File: src/rtl/gomoku_pkg.sv
`default_nettype none
// ============================================================================
// Module   : gomoku_pkg
// Brief    : Shared constants, result codes and FSM state type for game_ctrl.
// Revision : 1.0
// ============================================================================
package gomoku_pkg;

    localparam int BOARD_N = 7;

    localparam logic COLOR_BLACK = 1'b0;
    localparam logic COLOR_WHITE = 1'b1;

    localparam logic [1:0] RES_NONE    = 2'd0;
    localparam logic [1:0] RES_BLACK   = 2'd1;
    localparam logic [1:0] RES_WHITE   = 2'd2;
    localparam logic [1:0] RES_ILLEGAL = 2'd3;

    typedef enum logic [2:0] {
        S_CLEAR     = 3'd0,
        S_WAIT_MOVE = 3'd1,
        S_PLACE     = 3'd2,
        S_CHECK     = 3'd3,
        S_OVER      = 3'd4
    } state_t;

endpackage
`default_nettype wire

File: src/rtl/occ_map.sv
`default_nettype none
// ============================================================================
// Module   : occ_map
// Brief    : One occupancy bit per board cell; sync clear, sync set, comb read.
// Revision : 1.0
// ============================================================================
module occ_map #(
    parameter int BOARD_N = gomoku_pkg::BOARD_N
) (
    input  logic       clk,
    input  logic       resetn,
    input  logic       clr,
    input  logic       set,
    input  logic [2:0] set_x,
    input  logic [2:0] set_y,
    input  logic [2:0] rd_x,
    input  logic [2:0] rd_y,
    output logic       rd
);

    localparam int CELLS = BOARD_N * BOARD_N;

    logic [CELLS-1:0] cells;
    logic [CELLS-1:0] set_mask;
    logic [CELLS-1:0] hit;

    // Per-cell decode keeps out-of-range coordinates from aliasing onto real cells.
    for (genvar gx = 0; gx < BOARD_N; gx++) begin : g_row
        for (genvar gy = 0; gy < BOARD_N; gy++) begin : g_col
            assign set_mask[gx*BOARD_N+gy] = (set_x == 3'(gx)) && (set_y == 3'(gy));
            assign hit[gx*BOARD_N+gy]      = cells[gx*BOARD_N+gy] &&
                                             (rd_x == 3'(gx)) && (rd_y == 3'(gy));
        end
    end

    assign rd = |hit;

    always_ff @(posedge clk or negedge resetn) begin
        if (!resetn) begin
            cells <= '0;
        end else if (clr) begin
            cells <= '0;
        end else if (set) begin
            cells <= cells | set_mask;
        end
    end

endmodule
`default_nettype wire

File: src/rtl/game_ctrl.sv
`default_nettype none
// ============================================================================
// Module   : game_ctrl
// Brief    : Gomoku move sequencer: validates moves, drives board writes, ends game.
// Revision : 1.0
// ============================================================================
module game_ctrl #(
    parameter int BOARD_N   = gomoku_pkg::BOARD_N,
    parameter int MAX_MOVES = 49
) (
    input  logic       clk,
    input  logic       resetn,
    input  logic       new_game,
    input  logic       mv_valid,
    input  logic [2:0] mv_x,
    input  logic [2:0] mv_y,
    output logic       mv_ready,
    output logic       mv_reject,
    output logic       brd_go,
    output logic [2:0] brd_x,
    output logic [2:0] brd_y,
    output logic       brd_color,
    output logic       brd_clr_n,
    input  logic [1:0] brd_state,
    output logic       turn,
    output logic       game_over,
    output logic [1:0] winner,
    output logic [5:0] move_cnt
);

    import gomoku_pkg::*;

    state_t     state;
    logic       in_range;
    logic       occupied;
    logic [1:0] result;

    assign in_range = ({1'b0, mv_x} < 4'(BOARD_N)) && ({1'b0, mv_y} < 4'(BOARD_N));
    assign result   = (brd_state == RES_ILLEGAL) ? RES_NONE : brd_state;

    // brd_x/brd_y double as the latched move, so PLACE writes the map from them.
    occ_map #(.BOARD_N(BOARD_N)) u_occ (
        .clk    (clk),
        .resetn (resetn),
        .clr    (state == S_CLEAR),
        .set    (state == S_PLACE),
        .set_x  (brd_x),
        .set_y  (brd_y),
        .rd_x   (mv_x),
        .rd_y   (mv_y),
        .rd     (occupied)
    );

    always_ff @(posedge clk or negedge resetn) begin
        if (!resetn) begin
            state     <= S_CLEAR;
            mv_ready  <= 1'b0;
            mv_reject <= 1'b0;
            brd_go    <= 1'b0;
            brd_x     <= 3'd0;
            brd_y     <= 3'd0;
            brd_color <= COLOR_BLACK;
            brd_clr_n <= 1'b0;
            turn      <= COLOR_BLACK;
            game_over <= 1'b0;
            winner    <= RES_NONE;
            move_cnt  <= 6'd0;
        end else begin
            mv_reject <= 1'b0;
            brd_go    <= 1'b0;
            brd_clr_n <= 1'b1;
            if (new_game) begin
                state     <= S_CLEAR;
                mv_ready  <= 1'b0;
                brd_clr_n <= 1'b0;
                turn      <= COLOR_BLACK;
                game_over <= 1'b0;
                winner    <= RES_NONE;
                move_cnt  <= 6'd0;
            end else begin
                case (state)
                    S_CLEAR: begin
                        state     <= S_WAIT_MOVE;
                        mv_ready  <= 1'b1;
                        turn      <= COLOR_BLACK;
                        game_over <= 1'b0;
                        winner    <= RES_NONE;
                        move_cnt  <= 6'd0;
                    end
                    S_WAIT_MOVE: begin
                        if (mv_valid && mv_ready) begin
                            if (!in_range || occupied) begin
                                mv_reject <= 1'b1;
                            end else begin
                                state     <= S_PLACE;
                                mv_ready  <= 1'b0;
                                brd_go    <= 1'b1;
                                brd_x     <= mv_x;
                                brd_y     <= mv_y;
                                brd_color <= turn;
                            end
                        end
                    end
                    S_PLACE: begin
                        state    <= S_CHECK;
                        move_cnt <= move_cnt + 6'd1;
                    end
                    S_CHECK: begin
                        if (result == RES_BLACK || result == RES_WHITE) begin
                            state     <= S_OVER;
                            game_over <= 1'b1;
                            winner    <= result;
                        end else if (move_cnt == 6'(MAX_MOVES)) begin
                            state     <= S_OVER;
                            game_over <= 1'b1;
                            winner    <= RES_NONE;
                        end else begin
                            state    <= S_WAIT_MOVE;
                            mv_ready <= 1'b1;
                            turn     <= (turn == COLOR_BLACK) ? COLOR_WHITE : COLOR_BLACK;
                        end
                    end
                    S_OVER: begin
                        state <= S_OVER;
                    end
                    default: begin
                        state <= S_CLEAR;
                    end
                endcase
            end
        end
    end

endmodule
`default_nettype wire

File: config.mk
export PLATFORM = sky130hd
export DESIGN_NAME = game_ctrl
export DESIGN_NICKNAME = d
export VERILOG_FILES = /design/src/rtl/gomoku_pkg.sv /design/src/rtl/occ_map.sv /design/src/rtl/game_ctrl.sv
export SDC_FILE = /design/constraint.sdc
export NUM_CORES = 1
export LEC_CHECK = 0
export ABC_AREA = 1
export BUFFER_PORTS_ARGS = -buffer_cell sky130_fd_sc_hd__buf_2
export CORE_MARGIN = 2
export CORE_UTILIZATION = 35
export CTS_CLUSTER_SIZE = 28
export DETAILED_ROUTE_END_ITERATION = 16
export PLACE_DENSITY = 0.62
export SLEW_MARGIN = 20
export SYNTH_ARGS = -nofsm -noshare
export SYNTH_HDL_FRONTEND = slang
export SYNTH_SLANG_ARGS = --single-unit
export TNS_END_PERCENT = 1
File: constraint.sdc
create_clock -name clk -period 3 [get_ports clk]
set_clock_uncertainty 0.2 [all_clocks]
set_input_delay 0.3 -clock clk [delete_from_list [all_inputs] [get_ports clk]]
set_output_delay 0.3 -clock clk [all_outputs]
set_load 0.05 [all_outputs]
==> impl_metrics.py <==
metrics = {
    "logic_synthesis": {
        "synth_area_mm2": 0.00377,
        "yosysWarnings": 0,
        "synthAdderAreaFrac": 0.0133,
        "synth_xor_area_frac": 0.00464,
        "avgSynthCellArea_um2": 7.89,
        "synth-edff-count": 0,
        "synth_top_family_by_area": "simple AND/OR/NAND/NOR gates",
        "ys_seq_elements": 73,
        "synth_cell_types": 31,
        "synthArstFlopShare": 1.00,
        "synth_area_leader_cell": "dfrtp_1",
        "synth_area_leaders": "dfrtp_1 (48%), nor2_1 (9.7%), nand2_1 (6.9%)",
        "synthesis.nets": 494,
        "ys_seq_area_frac": 0.484,
        "post_synth_and_or_nand_nor_area_fraction": 0.310,
        "synthFlopType": "dfrtp_1",
        "synth_compound_area_frac": 0.102,
        "synth_top_area_share": 0.484,
        "synth_cells": 478,
        "synthMuxAreaShare": 0,
    },
    "min_path": {
        "hp-class": "input port to register",
        "min_path_cells": 3,
    },
    "critical_path": {
        "worstSetupEndpointType": "register",
        "arrival_ns": 2.13,
        "critPathMaxFanout": 9,
        "start_kind": "register",
        "crit_required_ns": 3.10,
        "ff2ff_path_depth": 10,
        "crit_type": "register to register",
    },
    "grt": {
        "grt_pass1_vias": 3191,
        "gr-total-overflow": 0,
        "antenna_found_initial": 0,
        "grt_max_degree": 74,
        "grt_usage": 0.190,
        "grt_first_pass_wirelength_um": 16800,
    },
    "timing": {
        "hold_slack_ns": 0.0409,
        "maxSlewViolCount": 0,
        "finalSetupTns_ns": 0,
        "worst_pin_slew_ns": 0.973,
        "finalCriticalPeriod_ns": 2.03,
        "setup_viol": 0,
        "maxSlewHeadroom": 0.347,
        "max_freq_ghz": 0.493,
        "period_share": 0.676,
        "rsz0062_at_grt": "no",
        "finalHoldViolations": 0,
    },
    "clock_tree": {
        "clock_latency_ns": 0.36,
        "post-cts-setup-buffers": 0,
        "cts_buffer_depth": 2,
        "clk_pin_slew_ns": 0.08,
        "cts-resized-gates": 0,
        "root_buffer": "clkbuf_8",
        "cts_buffers": 9,
        "clock-sinks": 73,
        "htreeDepth": 3,
        "cts_tree": "done",
    },
    "final_layout": {
        "num-nets-final": 529,
        "fill_cells": 1071,
        "fin_cells": 654,
        "seqCellArea_mm2": 0.00183,
        "syn_to_final_growth_pct": 12.9,
        "finalInstanceArea_mm2": 0.00426,
        "multi_input_area_mm2": 0.00164,
        "drive_above_1_share": 0.141,
        "diodes": 0,
    },
    "floorplanning": {
        "rows": 37,
        "start_util": 0.362,
        "die_area_mm2": 0.0116,
        "io_pins": 33,
        "die_h_um": 108,
        "die_w_um": 108,
        "core_region_area_mm2": 0.0104,
    },
    "routing": {
        "ant_nets": 0,
        "drc": 0,
        "drt_pass1_iterations": 5,
        "wl_um": 10300,
        "drt_iter0_markers": 298,
        "vias": 3439,
        "viasPerCell": 5.26,
        "wl_per_cell_um": 15.7,
    },
    "place": {
        "placed_cell_area_mm2": 0.00404,
        "port_buffers": 32,
        "placedCellCount": 636,
        "gp_congestion": 0.924,
        "dp_hpwl_um": 7350,
    },
    "pwr": {
        "power_density_mw_per_mm2": 740,
        "ir_worst_vdd_mv": 0.284,
        "p_leak_nw": 2.02,
    },
    "run_status": {
        "status": "finished, final reports clean",
    },
    "run": {
        "drv_cap": 0,
    },
}
power by group:
group / leakage, nW / switching (mW) / internal, mW
Combinational: 0.921 / 0.869 / 0.263
Sequential: 1.00 / 0.143 / 1.10
Clock: 0.0994 / 0.388 / 0.383
through the flow:
stage / worst slack, ns / utilization / power, mW
after CTS: 0.989 / 0.408 / 3.17
after detailed placement: 0.612 / 0.388 / 2.39
final: 0.973 / 0.409 / 3.15
after global routing: 0.728 / 0.409 / 3.35
after floorplan: 1.09 / - / 2.01
after global placement: 0.684 / 0.388 / 2.37
per-layer routing:
metal	GRT usage	share of wire	vias to the layer above
li1	-	-	1658
met1	0.258	0.47	1674
met2	0.290	0.47	94
met3	0.0466	0.047	13
met4	0.0806	0.017	0
met5	0	0	-
kinds of logic (layout without fill, tap and decap cells):
group | Yosys count | in the layout
AND/OR/NAND/NOR | 259 | 259
flip-flops | 73 | 73
AO/OA/AOI/OAI | 72 | 72
buffers and inverters | 68 | 108
adder cells (fa/ha/maj) | 4 | 4
XOR/XNOR | 2 | 2
flip-flops by register name, indices dropped and copies added, names as in the netlist:
signal,cells
brd_clr_n,1
brd_color,1
brd_go,1
brd_x,3
brd_y,3
game_over,1
move_cnt,6
mv_ready,1
mv_reject,1
state,3
turn,1
u_occ.cells,49
winner,2
final timing paths:
| check | end | start | slack [ns] |
|---|---|---|---|
| max | mv_ready | state[0] | 0.97 |
| min | mv_reject | mv_valid | 0.04 |
| max reg2reg | mv_ready | state[0] | 0.97 |
| min reg2reg | brd_color | brd_color | 0.29 |
| max in group asynchronous | u_occ.cells[23] | resetn | 1.57 |
| min in group asynchronous | u_occ.cells[28] | resetn | 0.42 |
worst max-delay path, stage by stage (launching register included):
cell and delay, ns:
dfrtp_1 0.39, inv_1 0.07, nor2_1 0.08, inv_1 0.07
nor2_1 0.12, inv_1 0.07, nor2_1 0.51, nand2_1 0.23
nand3_1 0.11, nand2_1 0.05, nand2_1 0.05
placed cells by master (no fill, tap or decap), drive strengths merged:
cell         Yosys  layout
a31oi            8       8
nor3            17      17
xor2             1       1
clkinv           2       6
bufinv           0       1
clkbuf           3       9
o21ai           13      13
a21boi           1       1
inv             49      50
a21oi           45      45
nor3b            2       2
dfrtp           73      73
nand3           37      37
clkinvlp         0       1
o32ai            1       1
xnor2            1       1
nand2           71      71
nand4           29      29
buf             14      39
a22o             2       2
nor2           103     103
ha               4       4
o22ai            2       2
dlygate4sd3      0       2
final cells by class:
| cell class | count | area share |
|---|---|---|
| timing repair buffer | 41 | 0.0552 |
| clock buffer | 9 | 0.0291 |
| multi-input combinational | 337 | 0.384 |
| tap | 136 | 0.0400 |
| sequential | 73 | 0.429 |
| inverter | 51 | 0.0461 |
| clock inverter | 7 | 0.0165 |
cells in the mapped netlist, types with 2 or more instances:
cell,count
nor2_2,4
nand3_2,3
nand3_1,33
a21oi_1,45
o21ai_0,10
a22o_1,2
buf_4,3
clkbuf_1,3
buf_2,5
clkinv_1,2
inv_2,3
nand4_1,29
inv_4,2
nor3b_1,2
dfrtp_1,73
o22ai_1,2
a31oi_1,8
ha_1,4
nand2_2,2
buf_6,6
nor2_1,98
o21ai_1,3
nand2_1,69
inv_1,44
nor3_1,17
timing repair:
action	CTS	global route
endpoints found under the hold margin	74	0
endpoints found under the setup margin	0	0
hold buffers	2	0
Note: power is estimated with default switching activity, not from simulation.
